## src/rtl/multi_strip_driver.sv

```systemverilog
// Drives CHANNELS WS2812/SK6812 strips in lockstep from one shared frame RAM.
// One FSM fetches each byte, encodes it MSB first and then holds the lines low for the latch time.
module multi_strip_driver #(
  parameter int CHANNELS       = 4,
  parameter int LEDS_PER_STRIP = 60,
  parameter int BYTES_PER_LED  = 3,
  parameter int BIT_CYCLES     = 15,
  parameter int T0H_CYCLES     = 4,
  parameter int T1H_CYCLES     = 9,
  parameter int LATCH_CYCLES   = 960,
  parameter int READ_LATENCY   = 1,
  parameter int ADDR_W         = $clog2(LEDS_PER_STRIP*BYTES_PER_LED)
) (
  input  logic                  clock_12mhz,
  input  logic                  reset_n,
  input  logic                  frame_start,
  input  logic [CHANNELS-1:0]   channel_enable,
  output logic                  read_enable,
  output logic [ADDR_W-1:0]     read_address,
  input  logic [8*CHANNELS-1:0] read_data,
  output logic [CHANNELS-1:0]   strip,
  output logic                  busy,
  output logic                  frame_done,
  output logic [1:0]            state_dbg
);

  localparam int PH_W = $clog2(BIT_CYCLES);
  localparam int LC_W = $clog2(LATCH_CYCLES + 1);
  localparam logic [ADDR_W-1:0] LAST_ADDR = ADDR_W'(LEDS_PER_STRIP*BYTES_PER_LED - 1);
  localparam logic [PH_W-1:0]   PH_LAST   = PH_W'(BIT_CYCLES - 1);
  localparam logic [PH_W-1:0]   T0H_P     = PH_W'(T0H_CYCLES);
  localparam logic [PH_W-1:0]   T1H_P     = PH_W'(T1H_CYCLES);
  localparam logic [PH_W-1:0]   CAP_PH    = PH_W'(READ_LATENCY);
  localparam logic [LC_W-1:0]   LC_LAST   = LC_W'(LATCH_CYCLES);
  localparam logic [1:0]        FETCH_END = 2'(READ_LATENCY);

  if (!(T0H_CYCLES < T1H_CYCLES && T1H_CYCLES < BIT_CYCLES)) begin : g_bad_timing
    $error("multi_strip_driver: need T0H_CYCLES < T1H_CYCLES < BIT_CYCLES");
  end
  if (BIT_CYCLES <= READ_LATENCY + 2) begin : g_bad_bit_len
    $error("multi_strip_driver: BIT_CYCLES must exceed READ_LATENCY+2");
  end
  if (READ_LATENCY < 1 || READ_LATENCY > 2) begin : g_bad_latency
    $error("multi_strip_driver: READ_LATENCY must be 1 or 2");
  end

  typedef enum logic [1:0] {IDLE, FETCH, SEND, LATCH} state_t;
  state_t state, next_state;

  logic [CHANNELS-1:0]      en_q;
  logic [CHANNELS-1:0][7:0] sh;
  logic [CHANNELS-1:0][7:0] hold;
  logic [CHANNELS-1:0][7:0] rd_bytes;
  logic [PH_W-1:0]          phase;
  logic [2:0]               bit_idx;
  logic [ADDR_W-1:0]        addr_q;
  logic [1:0]               fetch_cnt;
  logic [LC_W-1:0]          latch_cnt;

  logic accept, fetch_done, bit_end, byte_end, last_byte, prefetch, capture, latch_end;

  assign rd_bytes = read_data;

  always_comb begin
    accept     = (state == IDLE) && frame_start;
    fetch_done = (state == FETCH) && (fetch_cnt == FETCH_END);
    bit_end    = (phase == PH_LAST);
    byte_end   = (state == SEND) && bit_end && (bit_idx == 3'd7);
    last_byte  = (addr_q == LAST_ADDR);
    // The next byte is requested at the start of bit 7 so it is ready before the current byte ends.
    prefetch   = (state == SEND) && (bit_idx == 3'd7) && (phase == '0) && !last_byte;
    capture    = (state == SEND) && (bit_idx == 3'd7) && (phase == CAP_PH) && !last_byte;
    latch_end  = (state == LATCH) && (latch_cnt == LC_LAST);
  end

  always_ff @(posedge clock_12mhz) begin
    if (!reset_n) state <= IDLE;
    else          state <= next_state;
  end

  always_comb begin
    next_state = state;
    case (state)
      IDLE:    if (accept) next_state = FETCH;
      FETCH:   if (fetch_done) next_state = SEND;
      SEND:    if (byte_end && last_byte) next_state = LATCH;
      LATCH:   if (latch_end) next_state = IDLE;
      default: next_state = IDLE;
    endcase
  end

  always_comb begin
    busy         = (state != IDLE);
    frame_done   = latch_end;
    read_enable  = ((state == FETCH) && (fetch_cnt == 2'd0)) || prefetch;
    read_address = prefetch ? addr_q + ADDR_W'(1) : addr_q;
    state_dbg    = state;
  end

  always_ff @(posedge clock_12mhz) begin
    if (!reset_n) begin
      en_q      <= '0;
      sh        <= '0;
      hold      <= '0;
      phase     <= '0;
      bit_idx   <= '0;
      addr_q    <= '0;
      fetch_cnt <= '0;
      latch_cnt <= '0;
      strip     <= '0;
    end else begin
      if (accept) begin
        en_q      <= channel_enable;
        addr_q    <= '0;
        fetch_cnt <= '0;
      end
      if (state == FETCH) begin
        fetch_cnt <= fetch_cnt + 2'd1;
        if (fetch_done) begin
          sh      <= rd_bytes;
          phase   <= '0;
          bit_idx <= '0;
        end
      end
      if (state == SEND) begin
        if (capture) hold <= rd_bytes;
        if (bit_end) begin
          phase   <= '0;
          bit_idx <= bit_idx + 3'd1;
          if (bit_idx == 3'd7) begin
            if (!last_byte) begin
              sh     <= hold;
              addr_q <= addr_q + ADDR_W'(1);
            end
          end else begin
            for (int c = 0; c < CHANNELS; c++) sh[c] <= {sh[c][6:0], 1'b0};
          end
        end else begin
          phase <= phase + PH_W'(1);
        end
      end
      if (state == LATCH) latch_cnt <= latch_cnt + LC_W'(1);
      else                latch_cnt <= '0;
      // Lines are registered, so the waveform trails the SEND bookkeeping by one cycle.
      for (int c = 0; c < CHANNELS; c++)
        strip[c] <= (state == SEND) && en_q[c] && (phase < (sh[c][7] ? T1H_P : T0H_P));
    end
  end

endmodule

```

## config.mk

```make
export PLATFORM = sky130hd
export DESIGN_NAME = multi_strip_driver
export DESIGN_NICKNAME = d
export VERILOG_FILES = /design/src/rtl/multi_strip_driver.sv
export SDC_FILE = /design/constraint.sdc
export NUM_CORES = 1
export LEC_CHECK = 0
export ABC_AREA = 0
export CAP_MARGIN = 20
export CORE_UTILIZATION = 55
export CTS_BUF_LIST = sky130_fd_sc_hd__clkbuf_2 sky130_fd_sc_hd__clkbuf_4 sky130_fd_sc_hd__clkbuf_8
export DETAILED_ROUTE_END_ITERATION = 10
export PLACE_DENSITY_LB_ADDON = 0.15
export SYNTH_ARGS = -nofsm -noshare
export SYNTH_HDL_FRONTEND = slang
export SYNTH_SLANG_ARGS = --single-unit
```

## constraint.sdc

```tcl
create_clock -name clock_12mhz -period 3.17 [get_ports clock_12mhz]
set_clock_uncertainty 0.05 [all_clocks]
set_input_delay 0.634 -clock clock_12mhz [delete_from_list [all_inputs] [get_ports clock_12mhz]]
set_output_delay 0.634 -clock clock_12mhz [all_outputs]
set_load 0.005 [all_outputs]
```

==> results.sh, run 1 <==
export IMPL_globalRouteTotalUtil=0.263
export IMPL_synth_edff_count=0
export IMPL_vias=4574
export IMPL_multi_input_area_um2=2850
export IMPL_p_leak_nw=2.30
export IMPL_syn_area_um2=5090
export IMPL_grt_max_degree=58
export IMPL_yosys_warnings=0
export IMPL_synth_avg_cell_area_um2=8.60
export IMPL_dieArea_um2=9640
export IMPL_timing_reg2reg_worst_path_depth=6
export IMPL_place_congestion=0.872
export IMPL_place_inst=721
export IMPL_postPlaceCellArea_um2=5730
export IMPL_via_per_inst=6.19
export IMPL_portBuffers=55
export IMPL_synthArstFlopShare=0
export IMPL_setup_ws_ns=0.00916
export IMPL_post_place_ws_ns=0.177
export IMPL_swShare=0.268
export IMPL_ys_types=54
export IMPL_whs_ns=0.411
export IMPL_synthTopCellsByArea="dfxtp_1 40%, mux2i_1 6.5%, a21oi_1 4.8%, a221oi_1 4.8%, ha_1 4.7%"
export IMPL_hold_class="reg2reg"
export IMPL_tns_ns=0
export IMPL_yosys_area_top_type="dfxtp_1"
export IMPL_critPathLaunchType="flop"
export IMPL_p_total_mw=3.03
export IMPL_core_um2=8850
export IMPL_r2r_start="bit_idx[0]"
export IMPL_fillCellCount=748
export IMPL_hp_start="en_q[1]"
export IMPL_die_w_um=98.2
export IMPL_grt_pass1_vias=4484
export IMPL_io_pins=56
export IMPL_htreeDepth=3
export IMPL_drive_gt1_frac=0.0919
export IMPL_die_h_um=98.2
export IMPL_hpwl_mm=7.85
export IMPL_timing_rr_end="addr_q[7]"
export IMPL_firstDrtPassIters=7
export IMPL_critical_path_max_fanout=6
export IMPL_p_int_mw=2.22
export IMPL_drc=0
export IMPL_fin_area_um2=6060
export IMPL_fin_util=0.685
export IMPL_cp_required_ns=2.49
export IMPL_antenna_cells=0
export IMPL_fin_nets=685
export IMPL_maxSlewViolCount=0
export IMPL_worstSetupPathType="reg2out"
export IMPL_cts_sinks=101
export IMPL_synth_fp_nets=650
export IMPL_hold_buffers=0
export IMPL_switching_power_mw=0.812
export IMPL_synthFlopType="dfxtp_1"
export IMPL_yosys_register_bits=101
export IMPL_p_seq_frac=0.450
export IMPL_cts_tree="yes"
export IMPL_worst_slew_pin_slew_ns=0.974
export IMPL_cap_violations=0
export IMPL_critPathArrivalTime_ns=2.48
export IMPL_ff_latch_area_um2=2020
export IMPL_clock_fmax_mhz=316
export IMPL_clkTransAtPathRegs_ns=0.09
export IMPL_clk_path_buf_depth=2
export IMPL_layout_commonest_cell="dfxtp_1"
export IMPL_grt_pass1_wl_mm=20.7
export IMPL_fin_crit_ns=3.16
export IMPL_fin_crit_sh=0.997
export IMPL_pwr_density_cell_nw_per_um2=500
export IMPL_wl_per_cell_um=16.8
export IMPL_rows=34
export IMPL_final_cells=739
export IMPL_cts_buffers=9
export IMPL_synth_top_cell_area_share=0.397
export IMPL_slew_headroom=0.348
export IMPL_root_buffer="clkbuf_8"
export IMPL_ant_nets=0
export IMPL_p_comb_frac=0.204
export IMPL_status="finished clean"
export IMPL_ir_drop_mv=0.299
export IMPL_r2r_setup_slack_ns=0.63
export IMPL_antenna_found_initial=0
export IMPL_clock_latency_ns=0.37
export IMPL_syn_to_final_growth_pct=19.1
export IMPL_pwr_share_clk=0.346
export IMPL_whs_path_depth=2
export IMPL_grt_setup_unrepaired="yes"
export IMPL_setup_viol=0
export IMPL_start_util=0.575
export IMPL_grt_overflow=0
export IMPL_min_to="en_q[1]"
export IMPL_first_iter_violations=272
export IMPL_synth_cells=592
export IMPL_layout_common_cells="99 x dfxtp_1, 50 x clkdlybuf4s50_1, 49 x a21oi_1, 46 x nand3_1, 44 x o21ai_0"
export IMPL_wirelength_mm=12.4
export IMPL_synth_seq_area_share=0.397
export IMPL_worst_setup_path_end_kind="primary output"
export IMPL_hold_viol=0
## power by group through the flow
stage / combinational [mW] / sequential [mW] / clock [mW]
6_report: 0.618 / 1.36 / 1.05
4_1_cts: 0.610 / 1.36 / 1.06
3_3_place_gp: 0.587 / 1.39 / 0
3_5_place_dp: 0.605 / 1.39 / 0
2_1_floorplan: 0.377 / 1.39 / 0
5_1_grt: 0.677 / 1.37 / 1.10
## what timing repair did
action,in CTS,in global routing
buffers inserted,2,1
setup endpoints to repair,9,2
gates resized for setup,10,5
pin swaps,1,3
## layout make-up
type | count | area share
multi-input combinational | 421 | 0.470
sequential | 101 | 0.334
timing repair buffer | 76 | 0.120
tap | 108 | 0.0223
clock inverter | 6 | 0.0221
clock buffer | 9 | 0.0204
inverter | 18 | 0.0111
## routing by layer
| metal | up-vias | GRT usage | routed length (um) |
|---|---|---|---|
| met1 | 2207 | 0.333 | 5560 |
| met5 | - | 0 | 0 |
| met3 | 19 | 0.0387 | 546 |
| met2 | 121 | 0.453 | 6120 |
| li1 | 2227 | - | - |
| met4 | 0 | 0.0987 | 218 |
## cells in the mapped netlist, types with 7 or more instances
master / number
a21oi_1: 49
nand2b_1: 31
and2_1: 7
nor2_1: 19
o22ai_1: 29
mux2i_1: 33
clkbuf_1: 40
nand2_1: 33
xnor2_1: 7
nand3_1: 46
inv_1: 18
ha_1: 19
o21ai_0: 44
a221oi_1: 28
nor3_1: 9
dfxtp_1: 101
## registers in the layout, summed over array words and instances, names as in the netlist
signal,flops
phase,4
en_q,4
addr_q,8
sh,32
state_dbg,2
bit_idx,3
fetch_cnt,2
latch_cnt,10
hold,32
strip,4
## cell families after synthesis
logic type / count (synthesis) / synth area share
AND/OR/NAND/NOR: 178 / 0.190
AO/OA/AOI/OAI: 177 / 0.224
flip-flops: 101 / 0.397
buffers and inverters: 70 / 0.0531
multiplexers: 34 / 0.0671
adder cells (fa/ha/maj): 19 / 0.0467
XOR/XNOR: 13 / 0.0224
## how the worst max path moves through the flow
stage              start               to  slack (ns)  cells after the start
2_1_floorplan  addr_q[0]  read_address[1]        0.64                      6
3_3_place_gp   addr_q[0]  read_address[1]        0.21                      6
3_5_place_dp   addr_q[0]  read_address[1]        0.18                      6
4_1_cts        addr_q[0]  read_address[1]        0.03                      6
5_1_grt        addr_q[1]  read_address[1]       -0.06                      6
6_report       addr_q[1]  read_address[1]       0.009                      6
## critical path: stages (launching register included)
cell             delay (ns)
dfxtp_2                0.36
ha_4                   0.15
or4b_4                 0.49
o211ai_4               0.30
nor2_4                 0.08
mux2_2                 0.25
clkdlybuf4s50_1        0.49
Power figures use the tool's default switching activity.
==> run 2, diff against run 1 <==
--- a/config.mk
+++ b/config.mk
@@ -6,10 +6,11 @@
 export NUM_CORES = 1
 export LEC_CHECK = 0
 export ABC_AREA = 0
-export CAP_MARGIN = 20
+export CORE_MARGIN = 10
 export CORE_UTILIZATION = 55
 export CTS_BUF_LIST = sky130_fd_sc_hd__clkbuf_2 sky130_fd_sc_hd__clkbuf_4 sky130_fd_sc_hd__clkbuf_8
 export DETAILED_ROUTE_END_ITERATION = 10
+export HOLD_SLACK_MARGIN = 0.02
 export PLACE_DENSITY_LB_ADDON = 0.15
 export SYNTH_ARGS = -nofsm -noshare
 export SYNTH_HDL_FRONTEND = slang
==> results.sh, run 2 (same netlist as run 1, synthesis figures left out) <==
export IMPL_reg_top3="hold: 32 flops, sh: 32 flops, latch_cnt: 10 flops"
export IMPL_drive_gt1_frac=0.0948
export IMPL_min_to="en_q[0]"
export IMPL_timing_rr_end="sh[4]"
export IMPL_setup_viol=0
export IMPL_ant_nets=0
export IMPL_critPathTopFamily="simple AND/OR/NAND/NOR gates"
export IMPL_timing_reg2reg_worst_path_depth=8
export IMPL_drc=0
export IMPL_p_total_mw=2.83
export IMPL_crit_buf_inv=1
export IMPL_die_h_um=116
export IMPL_portBuffers=55
export IMPL_globalRouteTotalUtil=0.198
export IMPL_grt_overflow=0
export IMPL_ir_drop_mv=0.276
export IMPL_vias=4559
export IMPL_fin_crit_sh=0.992
export IMPL_slew_headroom=0.325
export IMPL_clock_fmax_mhz=318
export IMPL_wirelength_mm=13.2
export IMPL_critical_path_max_fanout=6
export IMPL_grt_pass1_wl_mm=21.8
export IMPL_hp_start="en_q[0]"
export IMPL_io_pins=56
export IMPL_critPathLaunchType="flop"
export IMPL_r2r_setup_slack_ns=0.65
export IMPL_whs_path_depth=2
export IMPL_hold_buffers=0
export IMPL_pwr_density_cell_nw_per_um2=471
export IMPL_ff_latch_area_um2=2030
export IMPL_grt_setup_unrepaired="yes"
export IMPL_cp_startpoint="addr_q[0]"
export IMPL_fin_util=0.659
export IMPL_via_per_inst=6.13
export IMPL_place_inst=725
export IMPL_crit_chain="ha_4 > or4b_4 > o211ai_4 > nor2_2 > mux2_2 > clkdlybuf4s50_1"
export IMPL_cts_tree="yes"
export IMPL_r2r_start="addr_q[0]"
export IMPL_cts_sinks=101
export IMPL_die_w_um=116
export IMPL_core_um2=9110
export IMPL_cp_required_ns=2.49
export IMPL_wl_per_cell_um=17.7
export IMPL_clock_latency_ns=0.37
export IMPL_hold_viol=0
export IMPL_worstSetupPathType="reg2out"
export IMPL_hpwl_mm=8.45
export IMPL_critPathSlowestCell="or4b_4"
export IMPL_status="finished clean"
export IMPL_layout_commonest_cell="dfxtp_1"
export IMPL_syn_to_final_growth_pct=18.0
export IMPL_final_cells=744
export IMPL_cts_buffers=9
export IMPL_cap_violations=0
export IMPL_firstDrtPassIters=5
export IMPL_clk_path_buf_depth=2
export IMPL_layout_common_cells="99 x dfxtp_1, 52 x clkdlybuf4s50_1, 49 x a21oi_1, 46 x nand3_1, 44 x o21ai_0"
export IMPL_rows=35
export IMPL_first_iter_violations=361
export IMPL_root_buffer="clkbuf_8"
export IMPL_grt_pass1_vias=4375
export IMPL_start_util=0.559
export IMPL_hold_class="reg2reg"
export IMPL_fillCellCount=781
export IMPL_antenna_cells=0
export IMPL_dieArea_um2=13500
export IMPL_fin_crit_ns=3.15
export IMPL_htreeDepth=3
export IMPL_grt_max_degree=57
export IMPL_worst_setup_path_end_kind="primary output"
export IMPL_maxSlewViolCount=0
export IMPL_antenna_found_initial=0
export IMPL_fin_nets=686
export IMPL_place_congestion=0.865
export IMPL_multi_input_area_um2=2850
export IMPL_worst_slew_pin_slew_ns=1.01
export IMPL_critPathArrivalTime_ns=2.46
export IMPL_clkTransAtPathRegs_ns=0.10
export IMPL_p_leak_nw=2.26
export IMPL_slowest_delay_ns=0.49
run 2: cell types whose count changed in the layout (fill, tap and decap cells not counted), sizes merged:
cell           previous run  this run
bufinv                    4         0
inv                      19        22
clkbuf                    9        11
clkdlybuf4s50            50        52
dlygate4sd2               2         0
buf                      21        22
clkinv                    1         0
clkinvlp                  0         1
run 2: where the power goes:
part	leakage, nW	internal (mW)	switching [mW]
Sequential	0.816	1.33	0.0369
Clock	0.102	0.349	0.491
Combinational	1.34	0.288	0.338
Total	2.26	1.96	0.865
run 2: cell type report:
type,instances,share of cell area
timing repair buffer,77,0.120
sequential,101,0.338
tap,111,0.0231
clock buffer,11,0.0252
multi-input combinational,421,0.474
inverter,18,0.0113
clock inverter,5,0.00834
run 2: how the worst max path moves through the flow:
stage	end	slack, ns	depth (start not counted)
after floorplan	read_address[1]	0.64	6
after global placement	read_address[1]	0.20	6
after detailed placement	read_address[1]	0.11	6
after CTS	read_address[1]	0.008	6
after global routing	read_address[1]	-0.06	6
final	read_address[1]	0.02	6
run 2: timing repair:
item,in CTS,in global routing
resized for setup,8,5
buffers inserted,2,1
setup endpoints to repair,9,8
pin swaps,1,0
run 2: stage by stage:
| stage | hold slack, ns | worst slack (ns) | instance area [um^2] | setup TNS, ns |
|---|---|---|---|---|
| 3_3_place_gp | 0.393 | 0.197 | 5730 | 0 |
| 5_1_grt | 0.434 | -0.0650 | 6000 | -0.152 |
| 3_5_place_dp | 0.395 | 0.111 | 5730 | 0 |
| 2_1_floorplan | 0.380 | 0.635 | 5090 | 0 |
| 6_report | 0.410 | 0.0249 | 6000 | 0 |
| 4_1_cts | 0.414 | 0.00787 | 5980 | 0 |
run 2: worst register-to-register path: cells and delay by family, from the launching register on:
kind,cells,cell delay [ns]
compound gates,1,0.15
fa+ha+maj,1,0.15
buf+inv,3,0.60
flops,1,0.37
simple gates,3,1.07
run 2: routing by layer:
| layer | global-route usage | vias up | routed length (um) |
|---|---|---|---|
| met1 | 0.251 | 2193 | 5990 |
| met2 | 0.331 | 110 | 6360 |
| met3 | 0.0437 | 19 | 621 |
| li1 | - | 2237 | - |
| met4 | 0.0575 | 0 | 199 |
| met5 | 0 | - | 0 |
